==> config.mk <==
export PLATFORM = sky130hd
export DESIGN_NAME = mmio_periph_bank
export DESIGN_NICKNAME = d
export VERILOG_FILES = /design/src/rtl/mmio_periph_bank.sv
export SDC_FILE = /design/constraint.sdc
export NUM_CORES = 1
export LEC_CHECK = 0
export ABC_CLOCK_PERIOD_IN_PS = 5700
export BUFFER_PORTS_ARGS = -buffer_cell sky130_fd_sc_hd__buf_2
export CORE_ASPECT_RATIO = 0.9
export CORE_MARGIN = 2
export CORE_UTILIZATION = 30
export DETAILED_ROUTE_END_ITERATION = 12
export PLACE_DENSITY = 0.49
export SYNTH_ARGS = -nofsm -noshare
export SYNTH_HDL_FRONTEND = slang
export SYNTH_SLANG_ARGS = --single-unit
==> constraint.sdc <==
create_clock -name clk -period 5.7 [get_ports clk]
set_clock_uncertainty 0.2 [all_clocks]
set_input_delay 0.285 -clock clk [delete_from_list [all_inputs] [get_ports clk]]
set_output_delay 0.285 -clock clk [all_outputs]
set_load 0.01 [all_outputs]
==> src/rtl/mmio_periph_bank.sv <==
// Memory-mapped UI peripheral bank: HEX/LEDR outputs, debounced KEY/SW inputs,
// sticky key-press capture and a prescaled interval timer with overflow flag.
module mmio_periph_bank #(
  parameter int DBITS      = 32,
  parameter int N_HEX      = 6,
  parameter int N_LEDR     = 10,
  parameter int N_KEYS     = 4,
  parameter int N_SW       = 10,
  parameter int DEB_CYCLES = 500000,
  parameter int PRESCALE   = 50000,
  parameter logic [DBITS-1:0] ADDR_HEX  = 32'hF0000000,
  parameter logic [DBITS-1:0] ADDR_LEDR = 32'hF0000004,
  parameter logic [DBITS-1:0] ADDR_KEY  = 32'hF0000010,
  parameter logic [DBITS-1:0] ADDR_SW   = 32'hF0000014,
  parameter logic [DBITS-1:0] ADDR_KCAP = 32'hF0000018,
  parameter logic [DBITS-1:0] ADDR_TCNT = 32'hF0000020,
  parameter logic [DBITS-1:0] ADDR_TLIM = 32'hF0000024,
  parameter logic [DBITS-1:0] ADDR_TCTL = 32'hF0000028
) (
  input  logic                 clk,
  input  logic                 reset_n,
  input  logic [DBITS-1:0]     addr,
  input  logic [DBITS-1:0]     wdata,
  input  logic                 we,
  output logic [DBITS-1:0]     rdata,
  output logic                 hit,
  input  logic [N_KEYS-1:0]    KEY,
  input  logic [N_SW-1:0]      SW,
  output logic [N_LEDR-1:0]    LEDR,
  output logic [7*N_HEX-1:0]   HEX
);

  localparam int NB = N_KEYS + N_SW;
  localparam int HB = 4 * N_HEX;
  localparam int CW = $clog2(DEB_CYCLES + 1);
  localparam int PW = $clog2(PRESCALE + 1);

  function automatic logic [6:0] hex7(input logic [3:0] n);
    case (n)
      4'h0: hex7 = 7'b1000000;
      4'h1: hex7 = 7'b1111001;
      4'h2: hex7 = 7'b0100100;
      4'h3: hex7 = 7'b0110000;
      4'h4: hex7 = 7'b0011001;
      4'h5: hex7 = 7'b0010010;
      4'h6: hex7 = 7'b0000010;
      4'h7: hex7 = 7'b1111000;
      4'h8: hex7 = 7'b0000000;
      4'h9: hex7 = 7'b0010000;
      4'hA: hex7 = 7'b0001000;
      4'hB: hex7 = 7'b0000011;
      4'hC: hex7 = 7'b1000110;
      4'hD: hex7 = 7'b0100001;
      4'hE: hex7 = 7'b0000110;
      default: hex7 = 7'b0001110;
    endcase
  endfunction

  // Keys are inverted before synchronising so every debounced bit means "active".
  logic [NB-1:0]     sync1_q, sync1_d, sync2_q, sync2_d;
  logic [NB-1:0]     deb_q, deb_d, deb_prev_q, deb_prev_d;
  logic [CW-1:0]     c_q [NB];
  logic [CW-1:0]     c_d [NB];
  logic [HB-1:0]     hex_q, hex_d;
  logic [N_LEDR-1:0] ledr_q, ledr_d;
  logic [N_KEYS-1:0] kcap_q, kcap_d;
  logic [DBITS-1:0]  tcnt_q, tcnt_d, tlim_q, tlim_d;
  logic              en_q, en_d, ovf_q, ovf_d;
  logic [PW-1:0]     p_q, p_d;

  logic wr_hex, wr_ledr, wr_kcap, wr_tcnt, wr_tlim, wr_tctl;
  logic tick, ovf_set;

  assign wr_hex  = we && (addr == ADDR_HEX);
  assign wr_ledr = we && (addr == ADDR_LEDR);
  assign wr_kcap = we && (addr == ADDR_KCAP);
  assign wr_tcnt = we && (addr == ADDR_TCNT);
  assign wr_tlim = we && (addr == ADDR_TLIM);
  assign wr_tctl = we && (addr == ADDR_TCTL);
  assign tick    = en_q && (p_q == PW'(PRESCALE - 1));

  always_comb begin
    // NOTE: every always_comb output gets a default first so no path infers a latch.
    sync1_d    = {SW, ~KEY};
    sync2_d    = sync1_q;
    deb_d      = deb_q;
    deb_prev_d = deb_q;
    c_d        = c_q;
    for (int b = 0; b < NB; b++) begin
      if (sync2_q[b] == deb_q[b]) begin
        c_d[b] = '0;
      end else if (c_q[b] == CW'(DEB_CYCLES - 1)) begin
        deb_d[b] = sync2_q[b];
        c_d[b]   = '0;
      end else begin
        c_d[b] = c_q[b] + CW'(1);
      end
    end

    hex_d  = wr_hex  ? wdata[HB-1:0]     : hex_q;
    ledr_d = wr_ledr ? wdata[N_LEDR-1:0] : ledr_q;
    tlim_d = wr_tlim ? wdata             : tlim_q;
    // A capture on the rising edge of deb wins over a W1C in the same cycle.
    kcap_d = (kcap_q & ~(wr_kcap ? wdata[N_KEYS-1:0] : '0))
           | (deb_q[N_KEYS-1:0] & ~deb_prev_q[N_KEYS-1:0]);

    en_d = wr_tctl ? wdata[0] : en_q;
    if (en_q && en_d) p_d = (p_q == PW'(PRESCALE - 1)) ? '0 : p_q + PW'(1);
    else              p_d = '0;

    ovf_set = 1'b0;
    tcnt_d  = tcnt_q;
    if (wr_tcnt) begin
      tcnt_d = wdata;
    end else if (tick) begin
      if ((tlim_q != '0 && tcnt_q == tlim_q - DBITS'(1)) || (tlim_q == '0 && &tcnt_q)) begin
        tcnt_d  = '0;
        ovf_set = 1'b1;
      end else begin
        tcnt_d = tcnt_q + DBITS'(1);
      end
    end
    ovf_d = (ovf_q & ~(wr_tctl & wdata[1])) | ovf_set;
  end

  always_ff @(posedge clk or negedge reset_n) begin
    if (!reset_n) begin
      sync1_q    <= '0;
      sync2_q    <= '0;
      deb_q      <= '0;
      deb_prev_q <= '0;
      // NOTE: the per-bit counter array is plain flops, so it is reset like any
      // other state; a reset mid-debounce must not leave a half-counted bounce.
      for (int b = 0; b < NB; b++) c_q[b] <= '0;
      hex_q      <= '0;
      ledr_q     <= '0;
      kcap_q     <= '0;
      tcnt_q     <= '0;
      tlim_q     <= '0;
      en_q       <= 1'b0;
      ovf_q      <= 1'b0;
      p_q        <= '0;
    end else begin
      // NOTE: non-blocking assignments so every flop samples pre-edge values.
      sync1_q    <= sync1_d;
      sync2_q    <= sync2_d;
      deb_q      <= deb_d;
      deb_prev_q <= deb_prev_d;
      c_q        <= c_d;
      hex_q      <= hex_d;
      ledr_q     <= ledr_d;
      kcap_q     <= kcap_d;
      tcnt_q     <= tcnt_d;
      tlim_q     <= tlim_d;
      en_q       <= en_d;
      ovf_q      <= ovf_d;
      p_q        <= p_d;
    end
  end

  always_comb begin
    rdata = '0;
    hit   = 1'b1;
    case (addr)
      ADDR_HEX:  rdata[HB-1:0]     = hex_q;
      ADDR_LEDR: rdata[N_LEDR-1:0] = ledr_q;
      ADDR_KEY:  rdata[N_KEYS-1:0] = deb_q[N_KEYS-1:0];
      ADDR_SW:   rdata[N_SW-1:0]   = deb_q[NB-1:N_KEYS];
      ADDR_KCAP: rdata[N_KEYS-1:0] = kcap_q;
      ADDR_TCNT: rdata             = tcnt_q;
      ADDR_TLIM: rdata             = tlim_q;
      ADDR_TCTL: rdata[1:0]        = {ovf_q, en_q};
      default:   hit               = 1'b0;
    endcase
  end

  assign LEDR = ledr_q;

  for (genvar g = 0; g < N_HEX; g++) begin : g_hex
    assign HEX[7*g +: 7] = hex7(hex_q[4*g +: 4]);
  end

endmodule

==> reports/metrics.yaml, run 1 <==
run_status:
  status: "finished, final reports clean"
floorplanning:
  start_util_pct: 30.31
  die_area_sq_um: 79310
  rows: 96
  core_sq_um: 76270
  io_pins: 166
  die_w_um: 296.6
  dieHeight_um: 267.4
synthesis:
  synth_edf_count: 0
  seq_area_frac_synth_pct: 46.76
  yosys-top-cells-count: "432 x dfrtp_1, 394 x nor2_1, 192 x nand2_1"
  yosys.area.top_type: "dfrtp_1"
  synth_most_common_cell: "dfrtp_1"
  yosys_warnings: 0
  synth_top_area_share_pct: 46.76
  ys_ff_latch: 432
  synth.area.top_cells: "dfrtp_1 47%, nor2_1 6.4%, xor2_1 5.7%"
  synth_ff_type: "dfrtp_1"
  netlist_area_sq_um: 23120
  synth_cell_type_count: 67
  synth.net_count: 2590
  syn_inst: 2456
  avgSynthCellArea_sq_um: 9.414
  async_reset_ff_share_pct: 100.0
placed_design:
  port_buffers: 165
  place_hpwl_um: 45140
  gp_congestion: 0.9014
  dp_slack_ns: 1.536
  placed_area_sq_um: 24960
drt:
  drc: 0
  detailedRoute.firstIterationViolations: 1424
  dr.pass1.iters: 8
  drtAntennaViolNets: 0
  wl_per_cell_um: 17.00
  viasPerCell: 4.975
  wirelength_um: 62860
  dr_total_vias: 18390
clock_network:
  numClockSinks: 432
  worstSkewPairLatency_ns: 0.61
  cts_tree: "done"
  hold_buffers: 48
  cts.clk_slew.worst_paths_ns: 0.06
  cts.path.max_buffers: 3
  post_cts_resized: 0
  root_buffer: "clkbuf_16"
  h-tree-depth: 2
  post_cts_buffers: 0
  cts-buffers-inserted: 50
global_route:
  grt_max_degree: 162
  gr-usage-all-layers_pct: 15.97
  grt_pass1_wl_um: 100700
  grtUsageMet2_pct: 24.90
  antenna_found_initial: 4
  grt_pass1_vias: 18110
  grt_overflow: 0
  use_met3_pct: 3.278
  grt-busiest-layer: "met2"
  use_met1_pct: 21.84
layout:
  nets: 2760
  fillCellCount: 7726
  stdcell_area_sq_um: 27240
  area_growth_syn_to_layout_pct: 17.84
  seqCellArea_sq_um: 10810
  antenna_cells: 0
  drive_above_1_share_pct: 13.87
  multi_input_area_sq_um: 11540
power:
  p_int_mw: 5.277
  p_seq_share_pct: 45.9
  worst_ir_drop_vdd_mv: 0.2192
  p_comb_share_pct: 3.3
  power_density_nw_per_um2: 250.2
  p_clk_share_pct: 50.8
  p_leak_nw: 11.97
  power.share.switching_pct: 22.60
  p_switching_mw: 1.541
critical_path:
  arrival_ns: 4.57
  critical_path.startpoint_type: "flop"
  cp.required_ns: 5.94
  worst-path-max-fanout: 18
  crit_path_end_kind: "flop"
  critPathKind: "flop to flop"
sta:
  setup_viol: 0
  fin_crit_ns: 4.329
  whs_ns: 0.03259
  slew_violations: 0
  fin_tns_setup_ns: 0
  worst_slew_pin_slew_ns: 1.076
  fin_crit_sh_pct: 75.94
  slew_headroom_pct: 27.75
  rsz0062_at_grt: "false"
  max_freq_mhz: 231.0
  hold_violations: 0
  setup_ws_ns: 1.371
worst_hold_path:
  hold_path.class: "input port to asynchronous set/reset pin"
run:
  cap_violations: 0
-- power groups by stage --
stage	clock network, mW	registers [mW]	logic (mW)
2_1_floorplan	0	3.18	0.0752
3_3_place_gp	0	3.19	0.201
5_1_grt	3.70	3.13	0.261
6_report	3.46	3.13	0.223
4_1_cts	3.57	3.13	0.233
3_5_place_dp	0	3.19	0.205
-- layout make-up --
class / instances / share of cell area, %
Clock buffer: 74 / 5.479
Clock inverter: 20 / 1.157
Inverter: 87 / 1.199
Multi-Input combinational cell: 1825 / 42.37
Sequential cell: 432 / 39.68
Tap cell: 1029 / 4.726
Timing Repair Buffer: 230 / 5.392
-- flip-flops by register name (all words and copies together), names as in the netlist --
| signal | flops |
|---|---|
| tcnt_q | 32 |
| deb_prev_q | 4 |
| ovf_q | 1 |
| tlim_q | 32 |
| deb_prev_d | 14 |
| hex_q | 24 |
| kcap_q | 4 |
| p_q | 16 |
| c_q | 266 |
| sync2_q | 14 |
| en_q | 1 |
| LEDR | 10 |
| sync1_q | 14 |
-- cell families (layout without fill, tap and decap cells) --
kind of cell	count (synthesis)	after routing	synth area share (%)
mux	92	92	4.557
simple gates	1123	1123	23.83
xor+xnor	289	289	10.95
buf+inv	199	411	3.323
compound gates	268	268	7.717
flops	432	432	46.76
fa+ha+maj	53	53	2.868
-- routing by layer --
metal,part of all wire [%],up-vias
li1,-,8848
met1,46,9018
met2,45,425
met3,6.0,103
met4,3.3,0
met5,0,-
-- worst max-delay path: stages (launching register included) --
cell	delay, ns
dfrtp_1	0.46
nor4_1	0.78
nand3_1	0.46
or3_4	0.51
or4_1	0.47
o211ai_1	0.17
and3_1	0.21
nand3_1	0.20
buf_4	0.30
a221oi_1	0.30
a22oi_1	0.10
-- through the flow --
step	std cells	utilization [%]	power (mW)
2_1_floorplan	2456	-	3.255
3_3_place_gp	3555	32.72	3.386
3_5_place_dp	3555	32.72	3.392
4_1_cts	3697	35.72	6.938
5_1_grt	3697	35.72	7.093
6_report	3697	35.72	6.818
-- cell usage in the layout, fill, tap and decap left out, drive strengths merged, types with 5 or more instances in the layout --
master / instances
or4b: 8
nor2b: 23
clkbuf: 74
nor4: 38
nor4bb: 8
mux2i: 22
mux2: 66
a222oi: 26
buf: 182
inv: 87
o31ai: 14
a32oi: 5
nand3: 162
ha: 53
and4: 14
o21ai: 82
a22oi: 15
bufinv: 6
dfrtp: 432
nand2: 192
and3: 59
nand3b: 9
nor4b: 13
clkinv: 11
nand4b: 9
a21oi: 56
nor2: 394
or2: 20
or3: 42
nand2b: 8
a22o: 16
xor2: 150
nor3: 54
xnor2: 139
or4: 14
a32o: 5
a31oi: 21
nand4: 29
dlygate4sd3: 48
and2: 17
-- path summary, 6_finish.rpt --
kind	end	slack, ns	start	depth (start not counted)
min in group clk	en_q	0.11	addr[6]	6
worst min-delay path	c_q[120]	0.03	reset_n	2
worst max-delay path	tcnt_q[2]	1.37	tlim_q[5]	10
worst max register to register	tcnt_q[2]	1.37	tlim_q[5]	10
max in group asynchronous	c_q[146]	3.93	reset_n	3
worst min register to register	sync2_q[8]	0.15	sync1_q[8]	0
(Power assumes the default switching activity.)
==> inputs of run 2 (changes only) <==
--- a/config.mk
+++ b/config.mk
@@ -5,7 +5,8 @@
 export SDC_FILE = /design/constraint.sdc
 export NUM_CORES = 1
 export LEC_CHECK = 0
-export ABC_CLOCK_PERIOD_IN_PS = 5700
+export ABC_AREA = 1
+export ABC_CLOCK_PERIOD_IN_PS = 4200
 export BUFFER_PORTS_ARGS = -buffer_cell sky130_fd_sc_hd__buf_2
 export CORE_ASPECT_RATIO = 0.9
 export CORE_MARGIN = 2
==> constraint.sdc (replaced) <==
create_clock -name clk -period 4.2 [get_ports clk]
set_clock_uncertainty 0.2 [all_clocks]
set_input_delay 0.21 -clock clk [delete_from_list [all_inputs] [get_ports clk]]
set_output_delay 0.21 -clock clk [all_outputs]
set_load 0.01 [all_outputs]
==> reports/metrics.yaml, run 2 <==
clock_network:
  worstSkewPairLatency_ns: 0.63
  root_buffer: "clkbuf_16"
  hold_buffers: 55
  post_cts_resized: 0
  cts.clk_slew.worst_paths_ns: 0.06
  numClockSinks: 432
  cts.path.max_buffers: 3
  h-tree-depth: 2
  cts-buffers-inserted: 52
  post_cts_buffers: 0
  cts_tree: "done"
critical_path:
  cp.required_ns: 3.79
  critPathKind: "input port to primary output"
  worst-path-max-fanout: 22
  worstRegToRegCells: 11
  arrival_ns: 2.76
  critical_path.startpoint_type: "input port"
  r2r-end: "tcnt_q[30]"
  crit_path_end_kind: "primary output"
  reg2reg_from: "tcnt_q[1]"
  r2r_slack_ns: 1.11
layout:
  stdcell_count: 4418
  max_flop_register: "c_q"
  top_regs: "c_q x266, tcnt_q x32, tlim_q x32"
  area_growth_syn_to_layout_pct: 18.30
  final_common_cell: "nand2_1"
  fillCellCount: 8340
  most-common-layout-cells: "548 x nand2_1, 488 x inv_1, 432 x dfrtp_1"
  nets: 3458
  largest_reg_flops: 266
  drive_above_1_share_pct: 10.42
sta:
  fin_tns_setup_ns: 0
  max_freq_mhz: 315.2
  slew_violations: 0
  slew_headroom_pct: 31.95
  fin_crit_sh_pct: 75.55
  hold_violations: 0
  worst_slew_pin_slew_ns: 1.021
  rsz0062_at_grt: "false"
  setup_viol: 0
  fin_crit_ns: 3.173
synthesis:
  synth_top_area_share_pct: 44.83
  async_reset_ff_share_pct: 100.0
  synth_cell_type_count: 57
  yosys-top-cells-count: "550 x nand2_1, 488 x inv_1, 432 x dfrtp_1"
  synth.area.top_cells: "dfrtp_1 45%, nand2_1 8.6%, inv_1 7.6%"
  synth_ff_type: "dfrtp_1"
  synth_edf_count: 0
  yosys.area.top_type: "dfrtp_1"
  seq_area_frac_synth_pct: 44.83
  synth_simple_gate_area_share_pct: 27.67
  synth_top_family_by_area: "simple AND/OR/NAND/NOR gates"
  synth_compound_area_share_pct: 10.31
  synth.net_count: 3232
  avgSynthCellArea_sq_um: 7.784
  synth_most_common_cell: "nand2_1"
  netlist_area_sq_um: 24120
  yosys_warnings: 0
  synthMuxAreaShare_pct: 0.4203
  synth_fa_ha_area_share_pct: 2.750
  syn_inst: 3098
  synth_xor_area_share_pct: 5.048
  ys_ff_latch: 432
worst_hold_path:
  holdPathStages: 2
  worstHoldEndpoint: "sync1_q[8]"
  hold_path.class: "input port to flop"
  min_from: "SW[4]"
floorplanning:
  rows: 98
  die_area_sq_um: 82670
  io_pins: 166
  start_util_pct: 30.30
  dieHeight_um: 273.0
  die_w_um: 302.9
  core_sq_um: 79580
global_route:
  antenna_found_initial: 1
  grt_max_degree: 95
  grt_overflow: 0
  grt_pass1_wl_um: 108100
  grt_pass1_vias: 19690
  gr-usage-all-layers_pct: 16.22
placed_design:
  gp_congestion: 0.8771
  post-place-cells: 4265
  place_hpwl_um: 49140
  port_buffers: 165
run:
  cap_violations: 0
drt:
  wirelength_um: 67100
  dr_total_vias: 20740
  wl_per_cell_um: 15.19
  drc: 20
  detailedRoute.firstIterationViolations: 1523
  viasPerCell: 4.694
  drtAntennaViolNets: 0
  dr.pass1.iters: 9
power:
  worst_ir_drop_vdd_mv: 0.2768
  power_density_nw_per_um2: 325.1
  p_leak_nw: 13.26
run_status:
  status: "finished with violations"
  violations: "DRC"
## run 2: final cells by class
class,count,area (sq um),share of cell area (%)
multi-input cells,2102,11160,39.12
clock inverters,16,219.0,0.7675
diodes,1,2.502,0.008771
flip-flops and latches,432,10810,37.89
clock buffers,81,1590,5.574
repair buffers,233,1546,5.421
well taps,1050,1314,4.605
inverters,503,1888,6.618
## run 2: worst max-delay path by stage
stage,from,endpoint,slack [ns],cells past startpoint
floorplan,tlim_q[0],tcnt_q[10],1.90,16
global placement,addr[25],tcnt_q[16],0.97,15
detailed placement,addr[25],tcnt_q[29],0.92,15
CTS,addr[3],rdata[7],1.09,10
global route,tlim_q[0],tcnt_q[30],0.90,12
finish,addr[3],rdata[0],1.03,9
## run 2: routing by layer
metal	routed length [um]	GRT usage, %	up-vias
li1	-	-	10580
met1	33630	23.86	9693
met2	29020	24.93	389
met3	3308	2.504	78
met4	1131	3.643	0
met5	0	0	-
## run 2: cells by family (layout without fill, tap and decap cells)
kind of cell / after synthesis / count (layout)
and+or+nand+nor: 1469 / 1469
xor gates and xnor gates: 139 / 139
muxes: 9 / 9
buffers and inverters: 564 / 833
AOI/OAI and AO/OA: 432 / 432
adders and majority gates: 53 / 53
DFF: 432 / 432
other: 0 / 1
## run 2: power by group
group	switching (mW)	total [mW]	internal (mW)
sequential	0.0320	4.24	4.21
clock	1.90	4.70	2.80
combinational	0.216	0.332	0.116
## run 2: worst max-delay path, stage by stage
cell	delay, ns
dlygate4sd3_1	0.52
buf_2	0.17
nor3_4	0.08
nand3_1	0.08
buf_4	0.36
inv_2	0.26
a221oi_1	0.61
nand2_1	0.24
buf_2	0.21
## run 2: per-stage QoR
stage	cell area (sq um)	worst slack (ns)	power (mW)	util [%]	hold WS (ns)
2_1_floorplan	24120	1.903	4.427	-	-0.2856
3_3_place_gp	26170	0.9698	4.625	32.88	0.07806
3_5_place_dp	26170	0.9210	4.623	32.88	0.08560
4_1_cts	28530	1.092	9.454	35.85	0.003748
5_1_grt	28530	0.8987	9.665	35.85	0.02664
6_report	28530	1.027	9.275	35.85	0.03567
